==> config.mk <==
export PLATFORM = sky130hd
export DESIGN_NAME = cache_lookup_ctrl
export DESIGN_NICKNAME = d
export VERILOG_FILES = /design/src/rtl/cache_lookup_ctrl.sv
export SDC_FILE = /design/constraint.sdc
export NUM_CORES = 1
export LEC_CHECK = 0
export CAP_MARGIN = 20
export CORE_AREA = 2 2 682 684
export DETAILED_ROUTE_END_ITERATION = 8
export DIE_AREA = 0 0 684 686
export GPL_ROUTABILITY_DRIVEN = 1
export HOLD_SLACK_MARGIN = 0.02
export PLACE_DENSITY_LB_ADDON = 0.1
export SLEW_MARGIN = 20
export SYNTH_ARGS = -nofsm -noshare
export SYNTH_HDL_FRONTEND = slang
export SYNTH_SLANG_ARGS = --single-unit
==> constraint.sdc <==
create_clock -name clk -period 4.48 [get_ports clk]
set_input_delay 0.896 -clock clk [delete_from_list [all_inputs] [get_ports clk]]
set_output_delay 0.896 -clock clk [all_outputs]
set_load 0.02 [all_outputs]
==> src/rtl/cache_lookup_ctrl.sv <==
// ---------------------------------------------------------------------------
// cache_lookup_ctrl
//
// Read-path controller for a direct-mapped, read-only cache. It drives the
// read port of the dual-port tag/data SRAM for lookups and the write port for
// refills. CPU word reads are tag-compared against the SRAM contents. A hit is
// answered from the SRAM line. A miss fetches the whole 64B line from memory,
// writes it into the SRAM and answers from the fill data. There is no dirty
// state and no write-back.
//
// Ports
//   clk, rst_n          clock, synchronous active-low reset
//   req_valid_i/ready_o CPU read request handshake
//   req_addr_i          byte address; the low word-byte bits are ignored
//   rsp_valid_o         single-cycle response pulse (no backpressure)
//   rsp_data_o          response word
//   mem_req_valid_o     line-fetch request, held until mem_req_ready_i
//   mem_req_ready_i     memory accepts the fetch
//   mem_addr_o          line-aligned fetch address
//   mem_rsp_valid_i     single-beat fill valid (only honoured in MISS_WAIT)
//   mem_rsp_data_i      fill line
//   sram_rden_o/raddr_o SRAM read port request
//   sram_rtag_i/rdata_i SRAM read data, valid only the cycle after rden
//   sram_wren_o/waddr_o SRAM write port (refill)
//   sram_wtag_o         {valid=1, tag}
//   sram_wdata_o        fill line
//   hit_cnt_o           saturating hit counter
//   miss_cnt_o          saturating miss counter
// ---------------------------------------------------------------------------
module cache_lookup_ctrl #(
    parameter int ADDR_W   = 32,
    parameter int INDEX_W  = 9,
    parameter int OFFSET_W = 6,
    parameter int LINE_W   = 512,
    parameter int WORD_W   = 32,
    localparam int TAG_W   = ADDR_W - INDEX_W - OFFSET_W
) (
    input  logic                clk,
    input  logic                rst_n,

    input  logic                req_valid_i,
    output logic                req_ready_o,
    input  logic [ADDR_W-1:0]   req_addr_i,

    output logic                rsp_valid_o,
    output logic [WORD_W-1:0]   rsp_data_o,

    output logic                mem_req_valid_o,
    input  logic                mem_req_ready_i,
    output logic [ADDR_W-1:0]   mem_addr_o,
    input  logic                mem_rsp_valid_i,
    input  logic [LINE_W-1:0]   mem_rsp_data_i,

    output logic                sram_rden_o,
    output logic [INDEX_W-1:0]  sram_raddr_o,
    input  logic [TAG_W:0]      sram_rtag_i,
    input  logic [LINE_W-1:0]   sram_rdata_i,

    output logic                sram_wren_o,
    output logic [INDEX_W-1:0]  sram_waddr_o,
    output logic [TAG_W:0]      sram_wtag_o,
    output logic [LINE_W-1:0]   sram_wdata_o,

    output logic [31:0]         hit_cnt_o,
    output logic [31:0]         miss_cnt_o
);

    // byte-within-word bits and word-within-line select width
    localparam int WBYTE_W = $clog2(WORD_W / 8);
    localparam int WSEL_W  = OFFSET_W - WBYTE_W;
    localparam int NWORDS  = LINE_W / WORD_W;

    // Latched request, byte-in-word bits dropped since they never matter.
    typedef struct packed {
        logic [TAG_W-1:0]   tag;
        logic [INDEX_W-1:0] idx;
        logic [WSEL_W-1:0]  word;
    } addr_t;

    localparam logic [1:0] S_IDLE      = 2'd0;
    localparam logic [1:0] S_LOOKUP    = 2'd1;
    localparam logic [1:0] S_MISS_REQ  = 2'd2;
    localparam logic [1:0] S_MISS_WAIT = 2'd3;

    logic [1:0]        state_q, state_d;
    addr_t             addr_q, addr_d;
    logic              rsp_valid_q, rsp_valid_d;
    logic [WORD_W-1:0] rsp_data_q, rsp_data_d;
    logic              mem_req_valid_q, mem_req_valid_d;
    logic [ADDR_W-1:0] mem_addr_q, mem_addr_d;
    logic [31:0]       hit_cnt_q, hit_cnt_d;
    logic [31:0]       miss_cnt_q, miss_cnt_d;

    logic              lookup_hit;
    logic              fill_fire;
    logic              unused_bits;

    // Byte offset inside a word is deliberately ignored.
    assign unused_bits = &{1'b0, req_addr_i[WBYTE_W-1:0]};

    function automatic logic [WORD_W-1:0] word_sel(input logic [LINE_W-1:0] line,
                                                   input logic [WSEL_W-1:0] w);
        logic [NWORDS-1:0][WORD_W-1:0] words;
        words = line;
        return words[w];
    endfunction

    function automatic logic [31:0] sat_inc(input logic [31:0] c);
        return (c == 32'hFFFF_FFFF) ? c : c + 32'd1;
    endfunction

    // SRAM read data is only meaningful in LOOKUP (the SRAM floats it
    // otherwise), so the hit decision is consumed only in that state.
    assign lookup_hit = sram_rtag_i[TAG_W] && (sram_rtag_i[TAG_W-1:0] == addr_q.tag);

    // Refill fires in the same cycle as the memory beat. Gated by rst_n so a
    // beat arriving while reset is asserted never corrupts the array.
    assign fill_fire = rst_n && (state_q == S_MISS_WAIT) && mem_rsp_valid_i;

    always_comb begin
        state_d         = state_q;
        addr_d          = addr_q;
        rsp_valid_d     = 1'b0;
        rsp_data_d      = rsp_data_q;
        mem_req_valid_d = mem_req_valid_q;
        mem_addr_d      = mem_addr_q;
        hit_cnt_d       = hit_cnt_q;
        miss_cnt_d      = miss_cnt_q;

        case (state_q)
            S_IDLE: begin
                if (req_valid_i) begin
                    addr_d  = addr_t'(req_addr_i[ADDR_W-1:WBYTE_W]);
                    state_d = S_LOOKUP;
                end
            end
            S_LOOKUP: begin
                if (lookup_hit) begin
                    rsp_valid_d = 1'b1;
                    rsp_data_d  = word_sel(sram_rdata_i, addr_q.word);
                    hit_cnt_d   = sat_inc(hit_cnt_q);
                    state_d     = S_IDLE;
                end else begin
                    miss_cnt_d      = sat_inc(miss_cnt_q);
                    mem_req_valid_d = 1'b1;
                    mem_addr_d      = {addr_q.tag, addr_q.idx, {OFFSET_W{1'b0}}};
                    state_d         = S_MISS_REQ;
                end
            end
            S_MISS_REQ: begin
                // valid/addr stay registered and stable until accepted
                if (mem_req_ready_i) begin
                    mem_req_valid_d = 1'b0;
                    state_d         = S_MISS_WAIT;
                end
            end
            S_MISS_WAIT: begin
                if (mem_rsp_valid_i) begin
                    rsp_valid_d = 1'b1;
                    rsp_data_d  = word_sel(mem_rsp_data_i, addr_q.word);
                    state_d     = S_IDLE;
                end
            end
            default: state_d = S_IDLE;
        endcase
    end

    always_ff @(posedge clk) begin
        if (!rst_n) begin
            state_q         <= S_IDLE;
            addr_q          <= '0;
            rsp_valid_q     <= 1'b0;
            rsp_data_q      <= '0;
            mem_req_valid_q <= 1'b0;
            mem_addr_q      <= '0;
            hit_cnt_q       <= '0;
            miss_cnt_q      <= '0;
        end else begin
            state_q         <= state_d;
            addr_q          <= addr_d;
            rsp_valid_q     <= rsp_valid_d;
            rsp_data_q      <= rsp_data_d;
            mem_req_valid_q <= mem_req_valid_d;
            mem_addr_q      <= mem_addr_d;
            hit_cnt_q       <= hit_cnt_d;
            miss_cnt_q      <= miss_cnt_d;
        end
    end

    // Request side: only IDLE accepts; the read is launched combinationally so
    // the tag/data arrive exactly in LOOKUP.
    assign req_ready_o     = (state_q == S_IDLE);
    assign sram_rden_o     = (state_q == S_IDLE) && req_valid_i;
    assign sram_raddr_o    = req_addr_i[OFFSET_W +: INDEX_W];

    // Refill port. A later read of the same set can only be issued from IDLE,
    // i.e. after this write has landed, so read/write never collide.
    assign sram_wren_o     = fill_fire;
    assign sram_waddr_o    = addr_q.idx;
    assign sram_wtag_o     = {1'b1, addr_q.tag};
    assign sram_wdata_o    = mem_rsp_data_i;

    assign rsp_valid_o     = rsp_valid_q;
    assign rsp_data_o      = rsp_data_q;
    assign mem_req_valid_o = mem_req_valid_q;
    assign mem_addr_o      = mem_addr_q;
    assign hit_cnt_o       = hit_cnt_q;
    assign miss_cnt_o      = miss_cnt_q;

endmodule

; After elaboration in Yosys (flattened, before gate mapping)
; Cells that the tools add are included.
[word_totals]
elab_cells = 59
register_bits = 156
in_bits = 1079
[op_classes]
mux = 18
n_addsub = 2
n_bitwise = 3
eq_ne = 11
n_reduce_logical = 14
n_lt_le_gt_ge = 1
[ops]
columns = cell, n
row1 = $bmux W32 S4, 2
row2 = $mux W32, 4
row3 = $add A32 B1 Y32 const B, 2
row4 = $eq A32 B32 Y1 const B, 2
row5 = $pmux W32 S2, 1
row6 = $eq A17 B17 Y1, 1
row7 = $reduce_and A3 Y1, 5
row8 = $ne A2 B2 Y1 const B, 5
row9 = $mux W2, 4
row10 = $pmux W2 S4, 1
row11 = $lt A4 B5 Y1 const B, 1
row12 = $eq A2 B2 Y1 const B, 2
row13 = $logic_and A1 B1 Y1, 4
row14 = $mux W1, 4
row15 = $pmux W1 S2, 2
row16 = $reduce_and A2 Y1, 2
row17 = $reduce_bool A2 Y1, 2
row18 = $not A1 Y1, 3
row19 = $eq A2 B1 Y1 const B, 1
row20 = $logic_not A2 Y1, 1

; Longest topological paths before layout
; Gate-level depths: netlist of run 1.
[logic_depth]
ltp_word = 4
depth_mapped = 11
ltp_nobuf = 7

; Worst setup path after synthesis of run 1
; No wires, ideal clock.
[synth_timing]
path_kind = input-to-reg
from = input port sram_rtag_i[11]
to = register hit_cnt_q[23], in the netlist hit_cnt_o[23]
required_ns = 4.410
arrival_ns = 2.806
path_slack_ns = 1.604
setup_ns = 0.070
path_stages = 8
path_cell_list = xor2_1 -> nor4_1 -> nand3_1 -> or4_1 -> buf_2 -> buf_6 -> or4_1 -> a21oi_1
[synth_between]
elab_chain_len = 3
[synth_lines]
columns = item, line_no
row1 = start: declaration, 56  ; input logic [TAG_W:0] sram_rtag_i,
row2 = $eq A17 B17 Y1, 114  ; assign lookup_hit = sram_rtag_i[TAG_W] && (sram_rtag_i[TAG_W-1:0] == addr_q.tag);
row3 = $logic_and A1 B1 Y1, 114
row4 = $reduce_and A3 Y1 (no line), -
row5 = end signal: assignment, 185  ; hit_cnt_q <= hit_cnt_d;
row6 = end: declaration, 91  ; logic [31:0] hit_cnt_q, hit_cnt_d;
; No other way between the ends.
; A chain may end at the register's enable or synchronous reset.

; Worst setup path after layout of run 1
[layout_timing]
from = input port mem_rsp_data_i[164]
to = output port sram_wdata_o[164]
[layout_rtl]
columns = item, line_no
row1 = start: declaration, 52  ; input logic [LINE_W-1:0] mem_rsp_data_i,
row2 = end: declaration, 62  ; output logic [LINE_W-1:0] sram_wdata_o,
; No word-level cell between the ends.

==> impl_results.rst, run 1 <==
.. list-table::
   :header-rows: 1

   * - Metric
     - Value
   * - Sequential share of the synthesized area
     - 17.3%
   * - Mean instance size in the synthesized netlist
     - 9.83 sq um
   * - Worst IR Drop VDD
     - 0.000167 V
   * - Area occupied by multi-input gates
     - 10300 sq um
   * - Power Density
     - 196 nW/um^2
   * - Detailed-router iteration count before antenna repair
     - 5
   * - Number of clock sinks
     - 156
   * - Routed via count
     - 21600
   * - Data arrival, critical path
     - 2.65 ns
   * - Initial antenna violation count
     - 129
   * - Top FF cell, synth
     - sky130_fd_sc_hd__dfxtp_1
   * - Drt first-iter violations
     - 1275
   * - Number of buffers inserted by port buffering
     - 1750
   * - Post-CTS Hold Fix Bufs
     - 0
   * - Type of destination of the critical path
     - primary output
   * - CTS root buf
     - sky130_fd_sc_hd__clkbuf_16
   * - Number of top-level pins
     - 1760
   * - Met1 GRT Util
     - 14.3%
   * - Result of the run
     - completed
   * - Minimum clock period
     - 3.54 ns
   * - Most frequent cell on the critical path
     - sky130_fd_sc_hd__clkdlybuf4s50_1
   * - Cells along the critical path
     - clkdlybuf4s50_1, clkdlybuf4s50_1
   * - Storage element area
     - 3130 sq um
   * - Worst endpoint required time
     - 3.58 ns
   * - Synth Cell Area
     - 18100 sq um
   * - Total count of hold-check failures in the final report
     - 0
   * - Post-synthesis cell type with the largest combined area
     - sky130_fd_sc_hd__mux4_2
   * - HP Start
     - mem_addr_o[10]
   * - Core footprint
     - 462000 sq um
   * - Starting utilization of the core area
     - 3.91%
   * - DRC Markers
     - 0
   * - RR Startpoint
     - hit_cnt_o[3]
   * - Worst setup path startpoint
     - mem_rsp_data_i[164]
   * - Endpoints failing setup
     - 0
   * - Slew HR
     - 29.8%
   * - Gate Count Post-Synth
     - 1839
   * - Top cell type's share of synthesized area
     - 31.9%
   * - Met3 Use GR
     - 6.25%
   * - Via/cell ratio
     - 2.35
   * - Stages on worst setup path
     - 2
   * - Max Slew Vio Count
     - 0
   * - Fin area
     - 40200 sq um
   * - HPWL reported at the end of detailed placement
     - 290 mm
   * - Maximum number of pins on one net before global-route repair
     - 73
   * - Clock tree from TritonCTS
     - yes
   * - Count of different cell masters after synthesis
     - 42
   * - Slew of the pin with the lowest slew margin
     - 1.05 ns
   * - Static power due to leakage
     - 11.4 nW
   * - Max-cap check violation count
     - 0
   * - Vias in the first global route
     - 22800
   * - Final ANT Viol Nets
     - 0
   * - Maximum fanout count along the critical path
     - 2
   * - Wirelength per Cell
     - 34.6 um
   * - Worst setup SP type
     - input port
   * - Unrepaired setup endpoints after global routing
     - false
   * - FFs w/ async S/R, synth
     - 0%
   * - Met2 track demand over resource
     - 23.0%
   * - Category of cells accounting for the largest share of critical-path delay
     - buffers and inverters
   * - Hold Path Cell Cnt
     - 2
   * - GRT Max-Usage Layer
     - met2
   * - Post-CTS sizing
     - 0
   * - Wire length of the first global-routing pass
     - 375 mm
   * - Insertion delay to the later sink of the worst-skew pair
     - 0.64 ns
   * - Clk slew on worst S/H paths
     - 0.08 ns
   * - Cell area reported after detailed placement
     - 39400 sq um
   * - Count of cells along the worst register-to-register path
     - 8
   * - Post-CTS Setup Repair Bufs
     - 0
   * - Worst hold slack across all endpoints
     - 0.474 ns
   * - Worst hold-check path type
     - flip-flop to flip-flop
   * - CP bufs+invs
     - 2
   * - Top cells by area in the synthesized netlist
     - sky130_fd_sc_hd__mux4_2, sky130_fd_sc_hd__buf_4, sky130_fd_sc_hd__dfxtp_1
   * - Rows
     - 250
   * - Chip width
     - 684 um
   * - Final Net Count
     - 4075
   * - Final clock skew
     - 0.0582 ns
   * - GPL Wtd Cong
     - 0.921
   * - Warning count from the yosys run
     - 0
   * - Clock buffer count from CTS
     - 21
   * - Flops & latches, synth
     - 156
   * - Max Buffers Root-to-Sink
     - 3
   * - Cell type of the slowest stage on the worst timing path
     - sky130_fd_sc_hd__clkdlybuf4s50_1
   * - Final-layout fill cell count
     - 53500
   * - Layout cells sized above 1
     - 13.8%
   * - Total Neg Setup Slack
     - 0 ns
   * - Htree depth
     - 4
   * - Leftover overflow at the end of global routing
     - 0
   * - Die ar.
     - 469000 sq um
   * - Area growth from synthesis to final layout
     - 123%
   * - Number of flops mapped to enable cells by yosys
     - 0
   * - Die boundary height
     - 686 um
   * - Final Routed Wirelength
     - 320 mm
   * - Overall fraction of global-route tracks in use
     - 13.1%
   * - Final cycle utilization of the critical path
     - 79.1%
   * - Peak Freq
     - 0.282 GHz
   * - Type of the worst setup path
     - input port to primary output
   * - Slowest Stage Delay on Critical Path
     - 1.18 ns
==> worst paths after layout <==
| path | to | slack, ns |
|---|---|---|
| min | mem_addr_o[10] | 0.47 |
| max reg2reg | hit_cnt_o[31] | 1.06 |
| min reg2reg | mem_addr_o[10] | 0.47 |
| max | sram_wdata_o[164] | 0.94 |
==> synth_stat cells (31+ instances only) <==
cell type	number
sky130_fd_sc_hd__buf_4	558
sky130_fd_sc_hd__mux4_2	256
sky130_fd_sc_hd__a21oi_1	79
sky130_fd_sc_hd__or4_1	31
sky130_fd_sc_hd__a22o_1	62
sky130_fd_sc_hd__o21ai_0	78
sky130_fd_sc_hd__clkbuf_1	105
sky130_fd_sc_hd__o31ai_1	31
sky130_fd_sc_hd__nand2_1	125
sky130_fd_sc_hd__a31oi_1	31
sky130_fd_sc_hd__dfxtp_1	156
sky130_fd_sc_hd__a221oi_1	63
sky130_fd_sc_hd__nand3_1	55
==> registers in the layout, summed over array words and instances, names as in the netlist, named ones only <==
register	cells
hit_cnt_o	32
rsp_data_o	32
sram_wtag_o	17
miss_cnt_o	32
state_q	1
mem_req_valid_o	1
addr_q	4
rsp_valid_o	1
sram_waddr_o	9
mem_addr_o	26
==> stage by stage <==
stage	setup WS [ns]	util [%]	power [mW]	instances
3_5_place_dp	0.474	8.53	5.88	9145
2_1_floorplan	1.60	-	3.09	1844
5_1_grt	0.668	8.69	8.32	9191
4_1_cts	0.709	8.68	8.31	9178
6_report	0.936	8.71	7.89	9224
3_3_place_gp	0.411	8.53	5.89	9145
==> cells in the final DEF (no fill, tap or decap), types with 4 or more instances in the layout <==
cell type	netlist	layout
sky130_fd_sc_hd__clkbuf_8	0	5
sky130_fd_sc_hd__dfxtp_1	156	154
sky130_fd_sc_hd__nand3_1	55	55
sky130_fd_sc_hd__buf_12	0	18
sky130_fd_sc_hd__diode_2	0	46
sky130_fd_sc_hd__mux4_2	256	256
sky130_fd_sc_hd__a221oi_1	63	63
sky130_fd_sc_hd__or3_1	19	19
sky130_fd_sc_hd__inv_1	9	8
sky130_fd_sc_hd__nand4_1	19	19
sky130_fd_sc_hd__nor2_1	14	12
sky130_fd_sc_hd__conb_1	2	7
sky130_fd_sc_hd__a22oi_1	4	4
sky130_fd_sc_hd__o21a_1	7	7
sky130_fd_sc_hd__or4_1	31	31
sky130_fd_sc_hd__and3_1	12	10
sky130_fd_sc_hd__clkdlybuf4s50_1	0	1715
sky130_fd_sc_hd__nor4_1	19	19
sky130_fd_sc_hd__buf_4	558	93
sky130_fd_sc_hd__clkbuf_16	0	21
sky130_fd_sc_hd__o31a_1	7	7
sky130_fd_sc_hd__nand2b_1	8	8
sky130_fd_sc_hd__xor2_1	17	17
sky130_fd_sc_hd__a22o_1	62	62
sky130_fd_sc_hd__mux2i_1	9	9
sky130_fd_sc_hd__a21oi_1	79	79
sky130_fd_sc_hd__o31ai_1	31	30
sky130_fd_sc_hd__o21ai_0	78	77
sky130_fd_sc_hd__and4_1	7	7
sky130_fd_sc_hd__a31oi_1	31	31
sky130_fd_sc_hd__nand2_1	125	125
==> power by group <==
| group | switching, mW | internal [mW] | leakage (nW) |
|---|---|---|---|
| combinational | 2.30 | 1.89 | 9.78 |
| sequential | 0.0712 | 1.42 | 1.26 |
| clock | 1.10 | 1.11 | 0.347 |
| total | 3.47 | 4.42 | 11.4 |
==> kinds of logic (layout without fill, tap and decap cells) <==
| family | count (synthesis) | after routing | synth area share, % |
|---|---|---|---|
| buffers and inverters | 710 | 1870 | 26.4 |
| AOI/OAI and AO/OA | 363 | 363 | 13.6 |
| and+or+nand+nor | 323 | 323 | 9.24 |
| muxes | 265 | 265 | 32.4 |
| DFF | 156 | 156 | 17.3 |
| xor gates and xnor gates | 18 | 18 | 0.872 |
| adders and majority gates | 2 | 2 | 0.138 |
| other | 2 | 53 | 0.0415 |
==> metal layers <==
metal | vias up | part of all wire [%]
li1 | 8908 | -
met1 | 11200 | 37
met2 | 1175 | 49
met3 | 234 | 11
met4 | 80 | 2.3
met5 | - | 0.16
==> cell type report <==
cell class              count  area share, %
diodes                     46          0.286
flip-flops and latches    156           7.78
well taps                6174           19.2
clock inverters             8          0.311
clock buffers              25           1.44
inverters                  10         0.0964
multi-input cells         978           25.5
repair buffers           1827           45.3
No activity file was read; power rests on OpenSTA's default activity.
==> run 2: changes to the inputs <==
Settings changed: CORE_AREA 2 2 682 684 to 2 2 677 679, DIE_AREA 0 0 684 686 to 0 0 679 681.
Clock period 4.48 ns to 3.1 ns, I/O delays scaled along.
==> impl_results.rst, run 2 (synthesis results as in run 1) <==
.. list-table::
   :header-rows: 1

   * - Metric
     - Value
   * - Result of the run
     - completed (unchanged)
   * - PnR worst setup slack
     - 0.0704 ns (was 0.936 ns)
   * - Most frequent cells in the layout
     - sky130_fd_sc_hd__clkdlybuf4s50_1, sky130_fd_sc_hd__buf_4, sky130_fd_sc_hd__mux4_2 (was sky130_fd_sc_hd__clkdlybuf4s50_1, sky130_fd_sc_hd__mux4_2, sky130_fd_sc_hd__dfxtp_1)
   * - Unrepaired setup endpoints after global routing
     - false (unchanged)
   * - Cell type of the slowest stage on the worst timing path
     - sky130_fd_sc_hd__or4_4 (was sky130_fd_sc_hd__clkdlybuf4s50_1)
   * - Slew of the pin with the lowest slew margin
     - 0.915 ns (was 1.05 ns)
   * - Area growth from synthesis to final layout
     - 123% (about the same)
   * - Setup slack of the most critical reg-to-reg path
     - 0.17 ns (was 1.06 ns)
   * - Cells along the critical path
     - clkdlybuf4s50_1, xor2_1, nor4_1, buf_4, nand3_1, buf_4, or4_4, bufbuf_16, buf_4, or3_1, a21oi_1 (was clkdlybuf4s50_1, clkdlybuf4s50_1)
   * - Clock tree from TritonCTS
     - yes (unchanged)
   * - Rows
     - 248 (was 250)
   * - Maximum number of pins on one net before global-route repair
     - 57 (was 73)
   * - Maximum fanout count along the critical path
     - 8 (was 2)
   * - Via/cell ratio
     - 2.43 (was 2.35)
   * - Category of cells accounting for the largest share of critical-path delay
     - simple AND/OR/NAND/NOR gates (was buffers and inverters)
   * - Reg-to-Reg End
     - hit_cnt_o[2] (was hit_cnt_o[31])
   * - Slowest Stage Delay on Critical Path
     - 0.57 ns (was 1.18 ns)
   * - Wire length of the first global-routing pass
     - 389 mm (was 375 mm)
   * - Power Density
     - 276 nW/um^2 (was 196 nW/um^2)
   * - Peak Freq
     - 0.330 GHz
   * - Vias in the first global route
     - 23200 (was 22800)
   * - Number of buffers inserted by port buffering
     - 1750 (unchanged)
   * - HP Start
     - mem_addr_o[21] (was mem_addr_o[10])
   * - Worst setup SP type
     - input port (unchanged)
   * - Max-cap check violation count
     - 0 (unchanged)
   * - DRC Markers
     - 0 (unchanged)
   * - Static power due to leakage
     - 12.0 nW (was 11.4 nW)
   * - Starting utilization of the core area
     - 3.97% (was 3.91%)
   * - Final clock skew
     - 0.0326 ns (was 0.0582 ns)
   * - Cells after DPL
     - 9039 (was 9145)
   * - Final ANT Viol Nets
     - 0 (unchanged)
   * - Overall fraction of global-route tracks in use
     - 13.9% (was 13.1%)
   * - Storage element area
     - 3130 sq um (about the same)
   * - RR Startpoint
     - sram_wtag_o[16] (was hit_cnt_o[3])
   * - Total count of hold-check failures in the final report
     - 0 (unchanged)
   * - Type of the worst setup path
     - input port to flip-flop (was input port to primary output)
   * - Final Routed Wirelength
     - 335 mm (was 320 mm)
   * - Die ar.
     - 462000 sq um (was 469000 sq um)
   * - Htree depth
     - 4 (unchanged)
   * - Slew HR
     - 39.0% (was 29.8%)
   * - Number of top-level pins
     - 1760 (unchanged)
   * - Most common cell after layout, fill and taps aside
     - sky130_fd_sc_hd__clkdlybuf4s50_1 (unchanged)
   * - HPWL reported at the end of detailed placement
     - 306 mm (was 290 mm)
   * - Hold Path Cell Cnt
     - 2 (unchanged)
   * - Most frequent cell on the critical path
     - sky130_fd_sc_hd__buf_4 (was sky130_fd_sc_hd__clkdlybuf4s50_1)
   * - Data arrival, critical path
     - 3.52 ns (was 2.65 ns)
   * - GPL Wtd Cong
     - 0.922 (was 0.921)
   * - Routed via count
     - 22100 (was 21600)
   * - Finished Layout Cells
     - 9100 (was 9224)
   * - Chip width
     - 679 um (was 684 um)
   * - Worst IR Drop VDD
     - 0.000216 V (was 0.000167 V)
   * - Insertion delay to the later sink of the worst-skew pair
     - 0.59 ns (was 0.64 ns)
   * - Initial antenna violation count
     - 149 (was 129)
   * - Type of destination of the critical path
     - flip-flop (was primary output)
   * - Final Net Count
     - 4150 (was 4075)
   * - Number of clock sinks
     - 156 (unchanged)
   * - Core footprint
     - 455000 sq um (was 462000 sq um)
   * - Detailed-router iteration count before antenna repair
     - 4 (was 5)
   * - Final cycle utilization of the critical path
     - 97.7%
   * - Post-Place Setup Slack
     - -1.15 ns (was 0.474 ns)
   * - Leftover overflow at the end of global routing
     - 0 (unchanged)
   * - Max Slew Vio Count
     - 0 (unchanged)
   * - Wirelength per Cell
     - 36.9 um (was 34.6 um)
   * - Clock buffer count from CTS
     - 21 (unchanged)
   * - Layout cells sized above 1
     - 22.9% (was 13.8%)
   * - Post-Route Utilization
     - 8.85% (was 8.71%)
   * - CP bufs+invs
     - 5 (was 2)
   * - Count of cells along the worst register-to-register path
     - 12 (was 8)
   * - Worst endpoint required time
     - 3.59 ns (was 3.58 ns)
   * - Max Buffers Root-to-Sink
     - 3 (unchanged)
   * - Drt first-iter violations
     - 1282 (was 1275)
   * - Minimum clock period
     - 3.03 ns
   * - Area occupied by multi-input gates
     - 10300 sq um (about the same)
   * - Total Neg Setup Slack
     - 0 ns (unchanged)
   * - Die boundary height
     - 681 um (was 686 um)
   * - Hold Crit Endpoint
     - mem_addr_o[21] (was mem_addr_o[10])
   * - Final-layout fill cell count
     - 52800 (was 53500)
   * - Clk slew on worst S/H paths
     - 0.08 ns (about the same)
   * - Worst hold-check path type
     - flip-flop to flip-flop (unchanged)
   * - CTS root buf
     - sky130_fd_sc_hd__clkbuf_16 (unchanged)
   * - Endpoints failing setup
     - 0 (unchanged)
[run 2: cell count changes in the layout (fill, tap and decap cells not counted), moves of 3 or more]
cell                              delta
sky130_fd_sc_hd__buf_12             +20
sky130_fd_sc_hd__buf_4             +260
sky130_fd_sc_hd__bufinv_16           -3
sky130_fd_sc_hd__clkdlybuf4s50_1   -213
sky130_fd_sc_hd__clkinvlp_4          +3
sky130_fd_sc_hd__diode_2            -25
[run 2: what timing repair did]
item	in CTS	in global routing
pin swaps	2	1
hold endpoints to repair	0	0
cloned	3	1
hold buffers	0	0
buffers inserted	2	1
resized for setup	6	2
setup endpoints to repair	53	4
[run 2: worst max path at each step]
stage                         start        endpoint  slack (ns)  depth (start not counted)
floorplan           sram_rtag_i[11]   hit_cnt_o[23]        0.50                          8
global placement    sram_rtag_i[16]   mem_addr_o[9]       -2.17                         10
detailed placement  sram_rtag_i[16]  mem_addr_o[12]       -1.15                         11
CTS                 sram_wtag_o[16]    hit_cnt_o[2]        0.05                         12
global route        sram_rtag_i[15]    hit_cnt_o[2]        0.01                         11
finish              sram_rtag_i[15]    hit_cnt_o[2]        0.07                         11
[run 2: where the power goes]
group          switching (mW)  total, mW  leakage [nW]  internal [mW]
Clock                    1.46       2.76         0.295           1.31
Sequential             0.0574       2.11          1.26           2.05
Combinational            3.47       6.23          10.5           2.76
Total                    4.99       11.1          12.0           6.12
[run 2: per-layer routing]
metal  wire length (um)  vias up  global-route usage (%)
li1                   -     9043                       -
met1             126000    11400                    15.1
met2             164000     1266                    24.3
met3              36400      326                    6.76
met4               8820       68                    2.93
met5                432        -                       0
[run 2: through the flow]
stage / hold WS (ns) / power (mW) / area, sq um
detailed placement: 0.466 / 8.60 / 39400
CTS: 0.477 / 11.6 / 40200
floorplan: 0.450 / 4.46 / 18100
global route: 0.498 / 11.7 / 40200
finish: 0.472 / 11.1 / 40300
global placement: 0.470 / 8.63 / 39400
[run 2: final cells by class]
| cell class | instances | share of cell area (%) |
|---|---|---|
| timing repair buffer | 1901 | 46.2 |
| multi-input combinational | 979 | 25.6 |
| tap | 6000 | 18.6 |
| sequential | 156 | 7.78 |
| clock buffer | 24 | 1.38 |
| clock inverter | 9 | 0.146 |
| antenna | 21 | 0.131 |
| inverter | 10 | 0.0995 |
[run 2: worst min-delay path: cells and delay by family (launching register included)]
| kind | cells | cell delay [ns] |
|---|---|---|
| simple gates | 1 | 0.05 |
| compound gates | 1 | 0.06 |
| flops | 1 | 0.31 |
